==> src/rtl/channel_err_inj.sv <==
// channel_err_inj: corrupts encoder symbols in periodic bursts or pseudo-randomly and keeps error statistics (random mode built only with CHAN_ERR_LFSR_EN)
module channel_err_inj #(
  parameter int W = 2,
  parameter int PERIOD = 32,
  parameter int BURST = 4,
  parameter logic [W-1:0] MASK = W'(2'b10),
  parameter int WINDOW = 256,
  parameter int THRESH = 8
) (
  input  logic         clk,
  input  logic         rst,
  input  logic         valid_i,
  input  logic [W-1:0] sym_i,
  input  logic [1:0]   mode_i,
  input  logic         clear_i,
  output logic         valid_o,
  output logic [W-1:0] sym_o,
  output logic         err_o,
  output logic [15:0]  bad_bit_ct_o,
  output logic [15:0]  word_ct_o
);
  localparam int CW = PERIOD > 1 ? $clog2(PERIOD) : 1;
  localparam int PC = $countones(MASK);
  logic [CW-1:0] err_cnt;
  logic          accept;
  logic          burst_hit;
  logic          rand_hit;
  logic          corrupt;
  logic          in_window;
  logic [16:0]   bad_sum;
  assign accept    = valid_i & ~clear_i;
  assign burst_hit = mode_i == 2'b01 && 32'(err_cnt) >= 32'(PERIOD - BURST);
  assign corrupt   = accept & (burst_hit | rand_hit);
  assign in_window = 32'(word_ct_o) < 32'(WINDOW);
  assign bad_sum   = {1'b0, bad_bit_ct_o} + 17'(PC);
`ifdef CHAN_ERR_LFSR_EN
  logic [15:0] lfsr;
  assign rand_hit = mode_i == 2'b10 && {1'b0, lfsr[7:0]} < 9'(THRESH);
  // Fibonacci LFSR (taps 16,14,13,11): reseeded by reset or clear, one step per accepted symbol
  always_ff @(posedge clk or negedge rst) begin
    if (!rst) lfsr <= 16'hACE1;
    else if (clear_i) lfsr <= 16'hACE1;
    else if (valid_i) lfsr <= {lfsr[14:0], lfsr[15] ^ lfsr[13] ^ lfsr[12] ^ lfsr[10]};
  end
`else
  assign rand_hit = 1'b0;
`endif
  // Output stage: one cycle latency, symbol and error flag forced low on idle cycles
  always_ff @(posedge clk or negedge rst) begin
    if (!rst) begin
      valid_o <= 1'b0;
      sym_o   <= '0;
      err_o   <= 1'b0;
    end else begin
      valid_o <= valid_i;
      sym_o   <= valid_i ? sym_i ^ (corrupt ? MASK : '0) : '0;
      err_o   <= corrupt;
    end
  end
  // Burst phase advances on every accepted symbol regardless of mode so switching keeps the phase
  always_ff @(posedge clk or negedge rst) begin
    if (!rst) err_cnt <= '0;
    else if (clear_i) err_cnt <= '0;
    else if (valid_i) err_cnt <= err_cnt == CW'(PERIOD - 1) ? '0 : err_cnt + 1'b1;
  end
  // Statistics only accumulate while the accepted-symbol window is still open
  always_ff @(posedge clk or negedge rst) begin
    if (!rst) begin
      word_ct_o    <= '0;
      bad_bit_ct_o <= '0;
    end else if (clear_i) begin
      word_ct_o    <= '0;
      bad_bit_ct_o <= '0;
    end else if (valid_i && in_window) begin
      word_ct_o    <= word_ct_o + 1'b1;
      bad_bit_ct_o <= corrupt ? (bad_sum[16] ? 16'hFFFF : bad_sum[15:0]) : bad_bit_ct_o;
    end
  end
endmodule

==> config.mk <==
export PLATFORM = sky130hd
export DESIGN_NAME = channel_err_inj
export DESIGN_NICKNAME = d
export VERILOG_FILES = /design/src/rtl/channel_err_inj.sv
export SDC_FILE = /design/constraint.sdc
export NUM_CORES = 1
export LEC_CHECK = 0
export BUFFER_PORTS_ARGS = -buffer_cell sky130_fd_sc_hd__buf_2
export CAP_MARGIN = 20
export CORE_MARGIN = 2
export CORE_UTILIZATION = 30
export CTS_BUF_LIST = sky130_fd_sc_hd__clkbuf_8
export DETAILED_ROUTE_END_ITERATION = 8
export PLACE_DENSITY = 0.55
export SYNTH_ARGS = -nofsm -noshare
export SYNTH_HDL_FRONTEND = slang
export SYNTH_SLANG_ARGS = --single-unit
==> constraint.sdc <==
create_clock -name clk -period 3.8 [get_ports clk]
set_clock_uncertainty 0.2 [all_clocks]
set_input_delay 0.57 -clock clk [delete_from_list [all_inputs] [get_ports clk]]
set_output_delay 0.57 -clock clk [all_outputs]
set_load 0.02 [all_outputs]
# --- Word-level counts from Yosys, hierarchy flattened ---
# Index checks and enable logic that the tools add are counted.
totals:
  word_cells: 34
  inputBits: 8
  register_bits: 41
  output_inout_bits: 36
op_classes:
  magnitude_cmp: 2
  n_reduce_logical: 6
  n_bitwise: 4
  eq_ne: 2
  add_sub_neg: 3
  n_mux: 11
op_table:
  columns: ["cell", "count"]
  rows:
  - ["16-bit two-way mux", 6]
  - ["16-bit by 1-bit adder with 17-bit output (second input constant)", 1]
  - ["16-bit by 1-bit adder with 16-bit output (second input constant)", 1]
  - ["16-bit by 9-bit < comparator with 1-bit output (second input constant)", 1]
  - ["5-bit two-way mux", 3]
  - ["2-bit nonzero test", 3]
  - ["5-bit by 1-bit adder with 5-bit output (second input constant)", 1]
  - ["5-bit equality test (second input constant)", 1]
  - ["5-bit greater-or-equal comparator (second input constant)", 1]
  - ["2-bit two-way mux", 2]
  - ["1-bit AND", 2]
  - ["2-bit by 1-bit equality test with 1-bit output (second input constant)", 1]
  - ["1-bit logical AND", 2]
  - ["2-bit AND reduction", 1]
  - ["2-bit XOR", 1]
  - ["1-bit inverter", 1]

# --- Logic depth before layout (Yosys ltp) ---
logic_depth:
  ltp_word: 6
  mapped_depth: 8
  mapped_depth_nobuf: 7

# --- Worst setup path before layout ---
# No wires, ideal clock.
synth_path:
  path_kind: "input port to flip-flop"
  start: "in clear_i"
  end: "reg bad_bit_ct_o[13]"
  arrival_ns: 1.789
  required_ns: 3.518
  setup_ns: 0.082
  cell_stages: 7
  setup_slack_ns: 1.729
  path_buffers: 2
  path_cell_list: "buf_2 > and4bb_1 > and4_1 > buf_2 > a31oi_1 > or3_1 > a31oi_1"
synth_via:
  elab_chain_cells: 5
  word_cells_on_any_way: 7
  classes_between: "1 x mux; 3 x bitwise; 3 x reduce/logical"
synth_rtl:
  columns: ["element", "line_no", "rtl"]
  rows:
  - ["from (decl)", "15", "input logic clear_i,"]
  - ["1-bit inverter", "31", "assign accept = valid_i & ~clear_i;"]
  - ["1-bit AND", "31", null]
  - ["1-bit AND", "33", "assign corrupt = accept & (burst_hit | rand_hit);"]
  - ["2-bit nonzero test (no line)", null, null]
  - ["2-bit AND reduction (no line)", null, null]
  - ["to (signal assigned)", "76", "bad_bit_ct_o <= corrupt ? (bad_sum[16] ? 16'hFFFF : bad_sum[15:0]) : bad_bit_ct_o;"]
  - ["to (decl)", "19", "output logic [15:0] bad_bit_ct_o,"]
# Parallel ways exist; a longest one is shown, timed or not.
# A chain may end at the register's enable or synchronous reset.

# --- Worst setup path in the final report ---
# Same ends and word-level chain as after synthesis.

==> flow_metrics.tcl <==
set metrics [dict create \
    outcome "complete, no violations" \
    min_period_ps 2300 \
    max_freq_mhz 436 \
    syn_area_um2 2020 \
    ff_latch_area_um2 1030 \
    synthDominantCellAreaShare_pct 50.7 \
    gp_congestion 0.777 \
    cts_root_buf "clkbuf_8" \
    synth_nets 221 \
    p_int_mw 0.716 \
    cp-end-kind "flip-flop" \
    p_leak_nw 1.21 \
    fin_ws_ps 1500 \
    r2r_slack_ps 1520 \
    pre_cts_ws_ps 1190 \
    cts_resized 0 \
    die_w_um 86.1 \
    dp_cells 319 \
    syn_avg_cell_area_um2 9.73 \
    rows 29 \
    synth.top_cells.by_count "41 x dfrtp_1, 32 x nor2_1, 13 x o21ai_0, 12 x nand2_1" \
    via_per_inst 5.01 \
    ys_types 40 \
    start_util_pct 31.5 \
    chipHeight_um 86.1 \
    postSynth.asyncResetShare_pct 100 \
    endpoint "bad_bit_ct_o[13]$_DFFE_PN0P_" \
    worstHoldPathType "in2async" \
    fill_cells 644 \
    drc_errors 0 \
    wl_met1_mm 2.21 \
    startpoint "clear_i" \
    wl_met2_mm 2.10 \
    cap_violations 0 \
    ys.flop_type "dfrtp_1" \
    critPathRequiredTime_ps 3820 \
    synthCells 208 \
    yosysWarnings 0 \
    clk_path_buf_depth 2 \
    grt_pass1_vias 1709 \
    post_dp_cell_area_um2 2300 \
    num_antenna_cells 0 \
    synth_seq_cells 41 \
    grt_max_degree 42 \
    routed_wl_mm 4.59 \
    cts_max_level 2 \
    switching_share_pct 21.3 \
    arrival_ps 2310 \
    clkSinkCount 41 \
    max_slew_margin_pct 36.9 \
    postCtsSetupBuffers 0 \
    reg2reg_from "word_ct_o[13]$_DFFE_PN0P_" \
    io_buffer_count 43 \
    cts_tree "yes" \
    criticalPathCategory "in2reg" \
    power_frac_comb_pct 4.9 \
    drive_above_1_share_pct 23.2 \
    power_density_nw_per_um2 374 \
    io_pins 44 \
    cp-start-kind "input port" \
    instances_no_fill 327 \
    dp_hpwl_mm 3.15 \
    synth_edf_count 0 \
    peakVddDrop_v 0.000124 \
    met3WireLength_um 227 \
    antenna_found_initial 0 \
    setup_tns_ps 0 \
    wire_per_inst_um 14.0 \
    vias 1639 \
    grt_pass1_wl_mm 8.14 \
    hold_viol 0 \
    hold_buffers 0 \
    min_period_over_period_pct 60.4 \
    core_area_um2 6420 \
    setup-violations-final 0 \
    synth_largest_area_cell "dfrtp_1" \
    area.growth.synth_to_final_pct 20.0 \
    fin_nets 262 \
    final_cell_area_um2 2430 \
    r2r_cells 5 \
    die_area_um2 7420 \
    clkPwrFrac_pct 46.1 \
    multi_input_area_um2 932 \
    seq_area_frac_synth_pct 50.7 \
    clkTransAtPathRegs_ps 80 \
    maxUsedRoutingLayer "met4" \
    ant_nets 0 \
    grt_setup_unrepaired "false" \
    yosysMostFrequentCell "dfrtp_1" \
    worst_slew_pin_slew_ps 946 \
    critPathMaxFanout 28 \
    drt-pass1-iter-count 4 \
    drv_slew 0 \
    power_frac_seq_pct 48.9 \
    clk_latency_ps 290 \
    numCtsBuffers 5 \
    drt_iter0_drc 80 \
    timing.rr.end "bad_bit_ct_o[13]$_DFFE_PN0P_" \
    p_sw_mw 0.194 \
    synth_area_leaders "dfrtp_1 51%, nor2_1 5.9%, o21ai_0 3.2%" \
    gr-total-overflow 0 \
    grt_usage_pct 13.9 \
]
## power groups by stage
stage | sequential [mW] | clock, mW | combinational [mW]
2_1_floorplan | 0.459 | 0 | 0.0206
3_3_place_gp | 0.454 | 0 | 0.0455
3_5_place_dp | 0.454 | 0 | 0.0470
4_1_cts | 0.446 | 0.432 | 0.0467
5_1_grt | 0.447 | 0.450 | 0.0523
6_report | 0.445 | 0.420 | 0.0447
## worst min path at each step
| stage | start | to | slack (ps) | cells after the start |
|---|---|---|---|---|
| 4_1_cts | rst | bad_bit_ct_o[5]$_DFFE_PN0P_ | 250 | 1 |
| 3_3_place_gp | bad_bit_ct_o[4]$_DFFE_PN0P_ | bad_bit_ct_o[4]$_DFFE_PN0P_ | 330 | 1 |
| 5_1_grt | sym_i[0] | sym_o[0]$_DFF_PN0_ | 290 | 2 |
| 2_1_floorplan | rst | bad_bit_ct_o[0]$_DFFE_PN0P_ | 70 | 0 |
| 3_5_place_dp | bad_bit_ct_o[0]$_DFFE_PN0P_ | bad_bit_ct_o[0]$_DFFE_PN0P_ | 340 | 1 |
| 6_report | rst | bad_bit_ct_o[4]$_DFFE_PN0P_ | 220 | 1 |
## flip-flops by register name, indices dropped and copies added, names as in the netlist
signal        flops
bad_bit_ct_o     16
err_cnt           5
err_o             1
sym_o             2
valid_o           1
word_ct_o        16
## logic make-up after synthesis
kind of cell | after synthesis | share of synthesized area [%]
compound gates | 39 | 11.4
xor+xnor | 5 | 2.16
fa+ha+maj | 5 | 3.09
buf+inv | 16 | 3.28
flops | 41 | 50.7
mux | 5 | 2.53
simple gates | 97 | 26.8
## critical path: stages
cell	delay, ps
buf_2	270
and4bb_1	340
and4_1	480
a31oi_1	140
or3_1	360
a31oi_1	140
## cell type report
type | count | share of cell area [%]
clock buffers | 5 | 2.83
well taps | 77 | 3.96
clock inverters | 3 | 2.68
repair buffers | 43 | 8.86
inverters | 7 | 1.08
multi-input cells | 151 | 38.4
flip-flops and latches | 41 | 42.2
## metrics by stage
stage                     power [mW]  utilization (%)  hold WS, ps
final                          0.910             37.8          215
after global routing           0.949             37.8          286
after CTS                      0.925             37.8          251
after detailed placement       0.501             35.7          338
after global placement         0.500             35.7          333
after floorplan                0.479                -         74.4
## per-layer routing
metal	up-vias	global-route usage, %
met2	32	21.6
met5	-	0
met4	0	6.06
met3	5	4.14
li1	819	-
met1	783	18.0
## cell usage in the layout, fill, tap and decap left out, types with 5 or more instances in the layout
| cell type | instances |
|---|---|
| o21ai_0 | 13 |
| dfrtp_1 | 41 |
| nor2_1 | 32 |
| ha_1 | 5 |
| clkbuf_8 | 5 |
| buf_2 | 43 |
| inv_1 | 7 |
| and3_1 | 8 |
| a31oi_1 | 6 |
| nor2b_1 | 7 |
| nand2_1 | 12 |
| a21oi_1 | 9 |
| nor3_1 | 5 |
| nand3_1 | 9 |
Note: power is estimated with default switching activity, not from simulation.
